### src/rtl/udp_tx_frame_gen.sv
// Ethernet II / IPv4 / UDP frame generator onto an 8-bit GMII-style TX bus.
// Define UDP_TX_CHECKSUM_EN to add a payload pre-pass that fills in the UDP checksum.
module udp_tx_frame_gen #(
  parameter int          DATA_W      = 32,
  parameter int          ADDR_W      = 9,
  parameter int          MAX_PAYLOAD = 1472,
  parameter int          IFG_CYCLES  = 12,
  parameter logic [47:0] SRC_MAC     = 48'h02_00_00_00_00_01,
  parameter logic [47:0] DST_MAC     = 48'h02_00_00_00_00_02,
  parameter logic [31:0] SRC_IP      = 32'hC0A8_0001,
  parameter logic [31:0] DST_IP      = 32'hC0A8_0002,
  parameter logic [15:0] SRC_PORT    = 16'h1F90,
  parameter logic [15:0] DST_PORT    = 16'h1F91,
  parameter logic [7:0]  TTL         = 8'h80
) (
  input  logic              g_clk,
  input  logic              reset_n,
  input  logic              i_pkg_send_udp_req,
  input  logic [15:0]       tx_data_length,
  output logic [ADDR_W-1:0] ram_rd_addr,
  input  logic [DATA_W-1:0] ram_rd_data,
  output logic              e_txen,
  output logic [7:0]        e_txd,
  output logic              e_txer,
  output logic [3:0]        tx_state,
  output logic              o_busy,
  output logic              o_tx_done,
  output logic              o_len_err
);
  localparam int BPW = DATA_W / 8;

  typedef enum logic [3:0] {
    IDLE = 4'd0, CALC = 4'd1, PRE = 4'd2, ETH = 4'd3, IP = 4'd4, UDP = 4'd5,
    PAY = 4'd6, PAD = 4'd7, FCS = 4'd8, IFG = 4'd9
`ifdef UDP_TX_CHECKSUM_EN
    , CSUM = 4'd10
`endif
  } state_t;

  state_t            state, nstate;
  logic [15:0]       cnt, ncnt, len_q, ident, ip_csum, udp_csum, total_len, udp_len;
  logic [31:0]       hsum, crc;
  logic [DATA_W-1:0] wbuf;
  logic [3:0]        bsel, fsub;
  logic [ADDR_W-1:0] addr;
  logic [335:0]      hdr;
  logic [8:0]        hbit;
  logic [7:0]        tx_byte;
  logic              txen_c, len_err_c, fetch, csum_last;

  function automatic logic [15:0] fold(input logic [31:0] s);
    logic [16:0] t;
    t = {1'b0, s[15:0]} + {1'b0, s[31:16]};
    return t[15:0] + {15'd0, t[16]};
  endfunction

  function automatic logic [31:0] crc8(input logic [31:0] c, input logic [7:0] d);
    logic [31:0] r;
    r = c ^ {24'd0, d};
    for (int i = 0; i < 8; i++) r = r[0] ? ((r >> 1) ^ 32'hEDB8_8320) : (r >> 1);
    return r;
  endfunction

  assign total_len   = len_q + 16'd28;
  assign udp_len     = len_q + 16'd8;
  assign hdr         = {DST_MAC, SRC_MAC, 16'h0800,
                        16'h4500, total_len, ident, 16'h4000, TTL, 8'h11, ip_csum, SRC_IP, DST_IP,
                        SRC_PORT, DST_PORT, udp_len, udp_csum};
  assign hbit        = 9'd335 - {cnt[5:0], 3'b000};
  // Address runs two bytes ahead of the payload stream to cover the RAM read latency.
  assign fetch       = (state == UDP && cnt >= 16'd40) || state == PAY;
  assign ram_rd_addr = addr;
  assign tx_state    = state;
  assign o_busy      = (state != IDLE);
  assign e_txer      = 1'b0;

  always_ff @(posedge g_clk or negedge reset_n)
    if (!reset_n) begin
      state <= IDLE;
      cnt   <= '0;
    end else begin
      state <= nstate;
      cnt   <= ncnt;
    end

  always_comb begin
    nstate    = state;
    ncnt      = cnt + 16'd1;
    len_err_c = 1'b0;
    case (state)
      IDLE: begin
        ncnt = '0;
        if (i_pkg_send_udp_req) begin
          if (tx_data_length > 16'(MAX_PAYLOAD)) len_err_c = 1'b1;
          else                                   nstate = CALC;
        end
      end
      CALC: if (cnt == 16'd1) begin
        ncnt = '0;
`ifdef UDP_TX_CHECKSUM_EN
        nstate = CSUM;
`else
        nstate = PRE;
`endif
      end
`ifdef UDP_TX_CHECKSUM_EN
      CSUM: if (csum_last) begin ncnt = '0; nstate = PRE; end
`endif
      PRE:  if (cnt == 16'd7) begin ncnt = '0; nstate = ETH; end
      ETH:  if (cnt == 16'd13) nstate = IP;
      IP:   if (cnt == 16'd33) nstate = UDP;
      UDP:  if (cnt == 16'd41) begin ncnt = '0; nstate = (len_q == 16'd0) ? PAD : PAY; end
      PAY:  if (cnt == len_q - 16'd1) begin ncnt = '0; nstate = (len_q < 16'd18) ? PAD : FCS; end
      PAD:  if (cnt == 16'd17 - len_q) begin ncnt = '0; nstate = FCS; end
      FCS:  if (cnt == 16'd3) begin ncnt = '0; nstate = IFG; end
      IFG:  if (cnt == 16'(IFG_CYCLES - 1)) begin ncnt = '0; nstate = IDLE; end
      default: nstate = IDLE;
    endcase
  end

  always_comb begin
    tx_byte = 8'h00;
    txen_c  = 1'b1;
    case (state)
      PRE:         tx_byte = (cnt == 16'd7) ? 8'hD5 : 8'h55;
      ETH, IP, UDP: tx_byte = hdr[hbit -: 8];
      PAY:         tx_byte = wbuf[DATA_W-1 -: 8];
      PAD:         tx_byte = 8'h00;
      FCS:         tx_byte = ~crc[{cnt[1:0], 3'b000} +: 8];
      default:     txen_c  = 1'b0;
    endcase
  end

  assign hsum = 32'h4500 + 32'(total_len) + 32'(ident) + 32'h4000 + 32'({TTL, 8'h11})
              + 32'(SRC_IP[31:16]) + 32'(SRC_IP[15:0]) + 32'(DST_IP[31:16]) + 32'(DST_IP[15:0]);

  always_ff @(posedge g_clk or negedge reset_n)
    if (!reset_n) begin
      len_q <= '0; ident <= '0; ip_csum <= '0; crc <= '0;
      wbuf  <= '0; bsel  <= '0; fsub    <= '0; addr <= '0;
      e_txen <= 1'b0; e_txd <= '0; o_tx_done <= 1'b0; o_len_err <= 1'b0;
    end else begin
      e_txen    <= txen_c;
      e_txd     <= txen_c ? tx_byte : 8'h00;
      o_tx_done <= (state == FCS && cnt == 16'd3);
      o_len_err <= len_err_c;
      if (state == IDLE && nstate == CALC) len_q <= tx_data_length;
      if (state == CALC && cnt == 16'd1)   ip_csum <= ~fold(hsum);
      if (state == IFG && nstate == IDLE)  ident <= ident + 16'd1;
      if (state == PRE)                    crc <= 32'hFFFF_FFFF;
      else if (state inside {ETH, IP, UDP, PAY, PAD}) crc <= crc8(crc, tx_byte);
      if (state == UDP && cnt == 16'd41) begin
        wbuf <= ram_rd_data;
        bsel <= '0;
      end else if (state == PAY) begin
        if (bsel == 4'(BPW - 1)) begin wbuf <= ram_rd_data; bsel <= '0; end
        else begin wbuf <= wbuf << 8; bsel <= bsel + 4'd1; end
      end
      if (fetch) begin
        if (fsub == 4'(BPW - 1)) begin fsub <= '0; addr <= addr + 1'b1; end
        else fsub <= fsub + 4'd1;
      end
`ifdef UDP_TX_CHECKSUM_EN
      else if (state == CSUM) addr <= addr + 1'b1;
`endif
      else begin
        fsub <= '0;
        addr <= '0;
      end
    end

`ifdef UDP_TX_CHECKSUM_EN
  logic [31:0] uacc, uacc_nx;
  logic [15:0] cpos, ufold;

  // Payload bytes at even stream offsets are the high half of a checksum halfword.
  always_comb begin
    uacc_nx = uacc;
    for (int i = 0; i < BPW; i++)
      if ({1'b0, cpos} + 17'(i) < {1'b0, len_q})
        uacc_nx = uacc_nx + (((cpos[0] ^ i[0]) == 1'b1)
                  ? {24'd0, ram_rd_data[DATA_W-1-8*i -: 8]}
                  : {16'd0, ram_rd_data[DATA_W-1-8*i -: 8], 8'd0});
  end

  assign csum_last = (len_q == 16'd0) ||
                     (cnt != 16'd0 && ({1'b0, cpos} + 17'(BPW) >= {1'b0, len_q}));
  assign ufold     = ~fold(uacc_nx);

  always_ff @(posedge g_clk or negedge reset_n)
    if (!reset_n) begin
      uacc <= '0; cpos <= '0; udp_csum <= '0;
    end else begin
      if (state == CALC && cnt == 16'd0) begin
        uacc <= 32'(SRC_IP[31:16]) + 32'(SRC_IP[15:0]) + 32'(DST_IP[31:16]) + 32'(DST_IP[15:0])
              + 32'd17 + 32'(udp_len) + 32'(SRC_PORT) + 32'(DST_PORT) + 32'(udp_len);
        cpos <= '0;
      end else if (state == CSUM && cnt != 16'd0) begin
        uacc <= uacc_nx;
        cpos <= cpos + 16'(BPW);
      end
      if (state == CSUM && csum_last) udp_csum <= (ufold == 16'h0000) ? 16'hFFFF : ufold;
    end
`else
  assign csum_last = 1'b0;
  assign udp_csum  = 16'h0000;
`endif
endmodule

### config.mk
export PLATFORM = sky130hd
export DESIGN_NAME = udp_tx_frame_gen
export DESIGN_NICKNAME = d
export VERILOG_FILES = /design/src/rtl/udp_tx_frame_gen.sv
export SDC_FILE = /design/constraint.sdc
export NUM_CORES = 1
export LEC_CHECK = 0
export BUFFER_PORTS_ARGS = -buffer_cell sky130_fd_sc_hd__clkbuf_2
export CAP_MARGIN = 40
export CORE_ASPECT_RATIO = 0.9
export CORE_MARGIN = 2
export CORE_UTILIZATION = 45
export CTS_CLUSTER_SIZE = 40
export DETAILED_ROUTE_END_ITERATION = 6
export PLACE_DENSITY = 0.63
export SLEW_MARGIN = 10
export SYNTH_ARGS = -nofsm -noshare
export SYNTH_HDL_FRONTEND = slang
export SYNTH_SLANG_ARGS = --single-unit
export TNS_END_PERCENT = 100
### constraint.sdc
create_clock -name g_clk -period 8.1 [get_ports g_clk]
set_input_delay 0.405 -clock g_clk [delete_from_list [all_inputs] [get_ports g_clk]]
set_output_delay 0.405 -clock g_clk [all_outputs]
set_load 0.05 [all_outputs]
==> results_tabular.tex <==
\begin{tabular}{lr}
\hline
Metric & Value \\
\hline
\multicolumn{2}{l}{\textbf{Timing}} \\
\quad Final setup violation count & 0 \\
\quad Hold Slack & 0.1846 ns \\
\quad Max-slew violation total from the final report & 0 \\
\quad Summed negative setup slack over all endpoints & 0 ns \\
\quad Transition at the pin with the smallest max-transition slack & 0.9216 ns \\
\quad Portion of the clock cycle consumed by the worst path in the final layout & 0.9045 \\
\quad Final Hold Violating Endpoints & 0 \\
\quad Max-Slew Margin vs Limit & 0.3842 \\
\quad RSZ-0062 raised after global routing & no \\
\quad Tmin final & 7.327 ns \\
\quad Clock skew & 0.01565 ns \\
\quad Max Clk Rate & 0.1365 GHz \\
\multicolumn{2}{l}{\textbf{Placed design}} \\
\quad Number of I/O port buffers & 75 \\
\quad HPWL after DPL & 25030 um \\
\quad Gp weighted congestion & 0.8844 \\
\multicolumn{2}{l}{\textbf{Power and ir drop}} \\
\quad Pwr Total & 1.602 mW \\
\quad Worst voltage drop across the vdd grid & 0.0001374 V \\
\quad Cell Pwr Density & 117.9 mW/mm2 \\
\quad Static leakage & 6.030 nW \\
\multicolumn{2}{l}{\textbf{Clock tree}} \\
\quad H-tree levels & 4 \\
\quad \# Post-CTS Setup Buffers & 0 \\
\quad CTS clock-pin slew for the worst setup and hold paths & 0.07 ns \\
\quad Source-to-sink clock delay at the later pin of the worst-skew pair & 0.44 ns \\
\quad Count of clock tree sinks & 160 \\
\quad Clk Tree Root Cell & sky130\_fd\_sc\_hd\_\_clkbuf\_16 \\
\quad Max Root-Sink Buffers & 2 \\
\quad TritonCTS clock tree & done \\
\quad Number of buffers added by the clock tree synthesis step & 17 \\
\multicolumn{2}{l}{\textbf{Global route}} \\
\quad Wire length of the first global-routing pass & 54370 um \\
\quad Via count of the first global-routing pass & 9995 \\
\quad Largest net degree at the start of global routing & 86 \\
\quad GR Overflow Total & 0 \\
\quad GRT Total Usage & 0.2406 \\
\quad Antenna violations before repair & 1 \\
\multicolumn{2}{l}{\textbf{Setup path}} \\
\quad Worst path max stage delay & 0.71 ns \\
\quad Startpoint-to-endpoint class of the critical path & reg -> reg \\
\quad Destination of the critical timing path & ip\_csum[12] \\
\quad Number of buffer and inverter instances along the worst setup path & 1 \\
\quad Worst flop-to-flop path endpoint & ip\_csum[12] \\
\quad Required time of the worst setup path & 8.41 ns \\
\quad Max stage delay cell, worst path & sky130\_fd\_sc\_hd\_\_dfrtp\_1 \\
\quad Type of origin of the critical path & flip-flop \\
\quad Internal reg-to-reg setup slack & 0.77 ns \\
\quad Worst R2R Path Depth & 33 \\
\quad Cell with the most instances on the worst path & sky130\_fd\_sc\_hd\_\_ha\_1 \\
\quad Critical path origin & len\_q[4] \\
\quad Number of logic stages on the critical path including buffering & 33 \\
\quad Reg-to-reg startpoint & len\_q[4] \\
\quad Capturing element type of the critical path & flip-flop \\
\quad Top delay family on crit path & simple AND/OR/NAND/NOR gates \\
\quad Data arrival time at the worst-slack endpoint & 7.64 ns \\
\quad Maximum fanout count along the critical path & 16 \\
\multicolumn{2}{l}{\textbf{Floorplan}} \\
\quad Initial Utilization & 0.4576 \\
\quad Horiz. Die Dim & 178.8 um \\
\quad Core footprint & 0.02703 mm2 \\
\quad Standard-cell rows & 57 \\
\quad Overall die area & 0.02883 mm2 \\
\quad Vertical die dimension & 161.3 um \\
\quad Boundary Pins & 77 \\
\multicolumn{2}{l}{\textbf{Logic synthesis}} \\
\quad Xor and xnor area share after synthesis & 0.1504 \\
\quad Simple-gate area share of the yosys netlist & 0.2086 \\
\quad EDFF count, synth & 0 \\
\quad Number of warnings issued by yosys & 0 \\
\quad Cell Area, Synth & 0.01237 mm2 \\
\quad Multiplexer share of the synthesized area & 0.05128 \\
\quad Synth Area per Inst & 8.912 um2 \\
\quad Number of distinct library cells after synthesis & 104 \\
\quad Share of the synthesized area in compound gates (AO/OA/AOI/OAI) & 0.1616 \\
\quad Share of flip-flops with an asynchronous set or reset after synthesis & 1.000 \\
\quad Post-synthesis share of cell area spent on full adders, half adders and majority gates & 0.06069 \\
\quad Synthesized net count & 1497 \\
\quad Count of mapped cells out of synthesis & 1388 \\
\quad Most used DFF post-synth & sky130\_fd\_sc\_hd\_\_dfrtp\_1 \\
\quad Share of the yosys chip area belonging to registers & 0.3237 \\
\quad Combinational family with the most area after synthesis & simple AND/OR/NAND/NOR gates \\
\quad Flops \& latches, synth & 160 \\
\multicolumn{2}{l}{\textbf{Status}} \\
\quad Outcome & finished, final reports clean \\
\multicolumn{2}{l}{\textbf{Route}} \\
\quad Highest metal layer with signal wires & met4 \\
\quad Number of design rule violations left after detail routing & 0 \\
\quad Wire length on met2 & 15300 um \\
\quad Post-route ant nets & 0 \\
\quad DRC violation total after the first TritonRoute iteration & 979 \\
\quad Post-DR wirelength/cell & 18.81 um \\
\quad M1 wire length & 15700 um \\
\quad Routed WL & 33660 um \\
\quad Amount of wire on met3 after detailed routing & 1904 um \\
\quad Number of search-and-repair iterations in the first detailed-routing pass & 6 \\
\quad Post-DR vias/cell & 5.807 \\
\quad Via count & 10390 \\
\multicolumn{2}{l}{\textbf{Finish}} \\
\quad Number of nets in the layout & 1531 \\
\quad Share of layout cells above drive strength 1 & 0.1324 \\
\quad Diodes inserted & 0 \\
\quad Post-synthesis to final-layout area growth & 9.842\% \\
\multicolumn{2}{l}{\textbf{Min path}} \\
\quad Hold Crit Class & in -> reg \\
\multicolumn{2}{l}{\textbf{Run}} \\
\quad MaxCap Viol Count & 0 \\
\hline
\end{tabular}
==> cell usage in the layout (no fill, tap or decap), types with 8 or more instances in the layout <==
cell                        count
sky130_fd_sc_hd__dfrtp_1      159
sky130_fd_sc_hd__nor2_1       144
sky130_fd_sc_hd__nand2_1      126
sky130_fd_sc_hd__xnor2_1      102
sky130_fd_sc_hd__o21ai_0       93
sky130_fd_sc_hd__clkbuf_2      74
sky130_fd_sc_hd__xor2_1        67
sky130_fd_sc_hd__a21oi_1       64
sky130_fd_sc_hd__ha_1          56
sky130_fd_sc_hd__inv_1         45
sky130_fd_sc_hd__mux2i_1       42
sky130_fd_sc_hd__nand3_1       36
sky130_fd_sc_hd__nand4_1       32
sky130_fd_sc_hd__nor3_1        26
sky130_fd_sc_hd__nand2b_1      22
sky130_fd_sc_hd__nor4_1        20
sky130_fd_sc_hd__nor2b_1       18
sky130_fd_sc_hd__clkbuf_16     17
sky130_fd_sc_hd__or3_1         14
sky130_fd_sc_hd__a211oi_1      12
sky130_fd_sc_hd__o21a_1        11
sky130_fd_sc_hd__a21o_1        11
sky130_fd_sc_hd__buf_4         10
sky130_fd_sc_hd__or4_1          9
sky130_fd_sc_hd__and3_1         9
sky130_fd_sc_hd__mux4_2         8
sky130_fd_sc_hd__a22o_1         8
==> logic make-up after synthesis <==
kind of cell	after synthesis
DFF	160
buffers and inverters	121
other	1
AOI/OAI and AO/OA	297
and+or+nand+nor	510
muxes	53
xor gates and xnor gates	187
adders and majority gates	59
==> stage by stage <==
step           area, um2  std cells  setup WS [ns]  utilization
2_1_floorplan      12370       1388          1.594            -
3_3_place_gp       12920       1751         0.9132       0.4779
3_5_place_dp       12990       1755         0.7496       0.4806
4_1_cts            13540       1787         0.7034       0.5010
5_1_grt            13590       1789        0.05624       0.5027
6_report           13590       1789         0.7733       0.5027
==> report_power, final <==
group / internal, mW / leakage [nW] / total, mW / switching [mW]
Combinational: 0.0131 / 3.89 / 0.0352 / 0.0221
Sequential: 0.799 / 1.87 / 0.799 / 0
Clock: 0.403 / 0.268 / 0.768 / 0.365
Total: 1.21 / 6.03 / 1.60 / 0.388
==> sequential cells by signal, summed over array words and instances, names as in the netlist, 4 cells and up <==
signal / flops
ip_csum: 16
tx_state: 4
crc: 32
fsub: 4
cnt: 16
bsel: 4
ident: 16
wbuf: 32
e_txd: 8
ram_rd_addr: 9
len_q: 16
==> Yosys cell counts (all sizes together) (11+ instances only) <==
| master | n | share of area |
|---|---|---|
| o21a | 11 | 0.0067 |
| nand3 | 37 | 0.015 |
| ha | 56 | 0.057 |
| mux2i | 42 | 0.034 |
| dfrtp | 160 | 0.32 |
| inv | 45 | 0.014 |
| nand2 | 126 | 0.038 |
| nor2 | 146 | 0.044 |
| clkbuf | 39 | 0.012 |
| nor2b | 18 | 0.0091 |
| nor3 | 31 | 0.014 |
| a211oi | 13 | 0.0089 |
| nand4 | 34 | 0.019 |
| a21oi | 64 | 0.026 |
| or3 | 14 | 0.0071 |
| nand2b | 22 | 0.011 |
| xnor2 | 109 | 0.084 |
| buf | 34 | 0.016 |
| nor4 | 25 | 0.015 |
| xor2 | 75 | 0.061 |
| o21ai | 95 | 0.039 |
| or4 | 11 | 0.0073 |
| a21o | 11 | 0.0067 |
==> repair_timing <==
| item | CTS | global route |
|---|---|---|
| endpoints found under the hold margin | 0 | 12 |
| endpoints found under the setup margin | 0 | 5 |
| hold buffers | 0 | 1 |
| gates resized for setup | 0 | 1 |
==> worst min path at each step <==
stage	slack, ns	depth (start not counted)	to	from
2_1_floorplan	0.11	0	bsel[0]	reset_n
3_3_place_gp	0.46	2	wbuf[10]	wbuf[10]
3_5_place_dp	0.46	1	fsub[0]	fsub[0]
4_1_cts	0.05	1	o_len_err	reset_n
5_1_grt	0.17	2	wbuf[7]	ram_rd_data[7]
6_report	0.18	2	wbuf[7]	ram_rd_data[7]
==> cell type report <==
cell class | count | area, um2
Clock inverter | 14 | 122.6
Inverter | 46 | 172.7
Multi-Input combinational cell | 1107 | 7855
Fill cell | 2566 | 13440
Sequential cell | 160 | 4005
Clock buffer | 18 | 429.2
Timing Repair Buffer | 90 | 559.3
Tap cell | 354 | 442.9
==> per-layer routing <==
| layer | vias to the layer above | GRT usage |
|---|---|---|
| met4 | 0 | 0.06615 |
| met5 | - | 0 |
| met3 | 53 | 0.04120 |
| met2 | 318 | 0.3752 |
| li1 | 5015 | - |
| met1 | 5003 | 0.3443 |
Note: power is estimated with default switching activity, not from simulation.
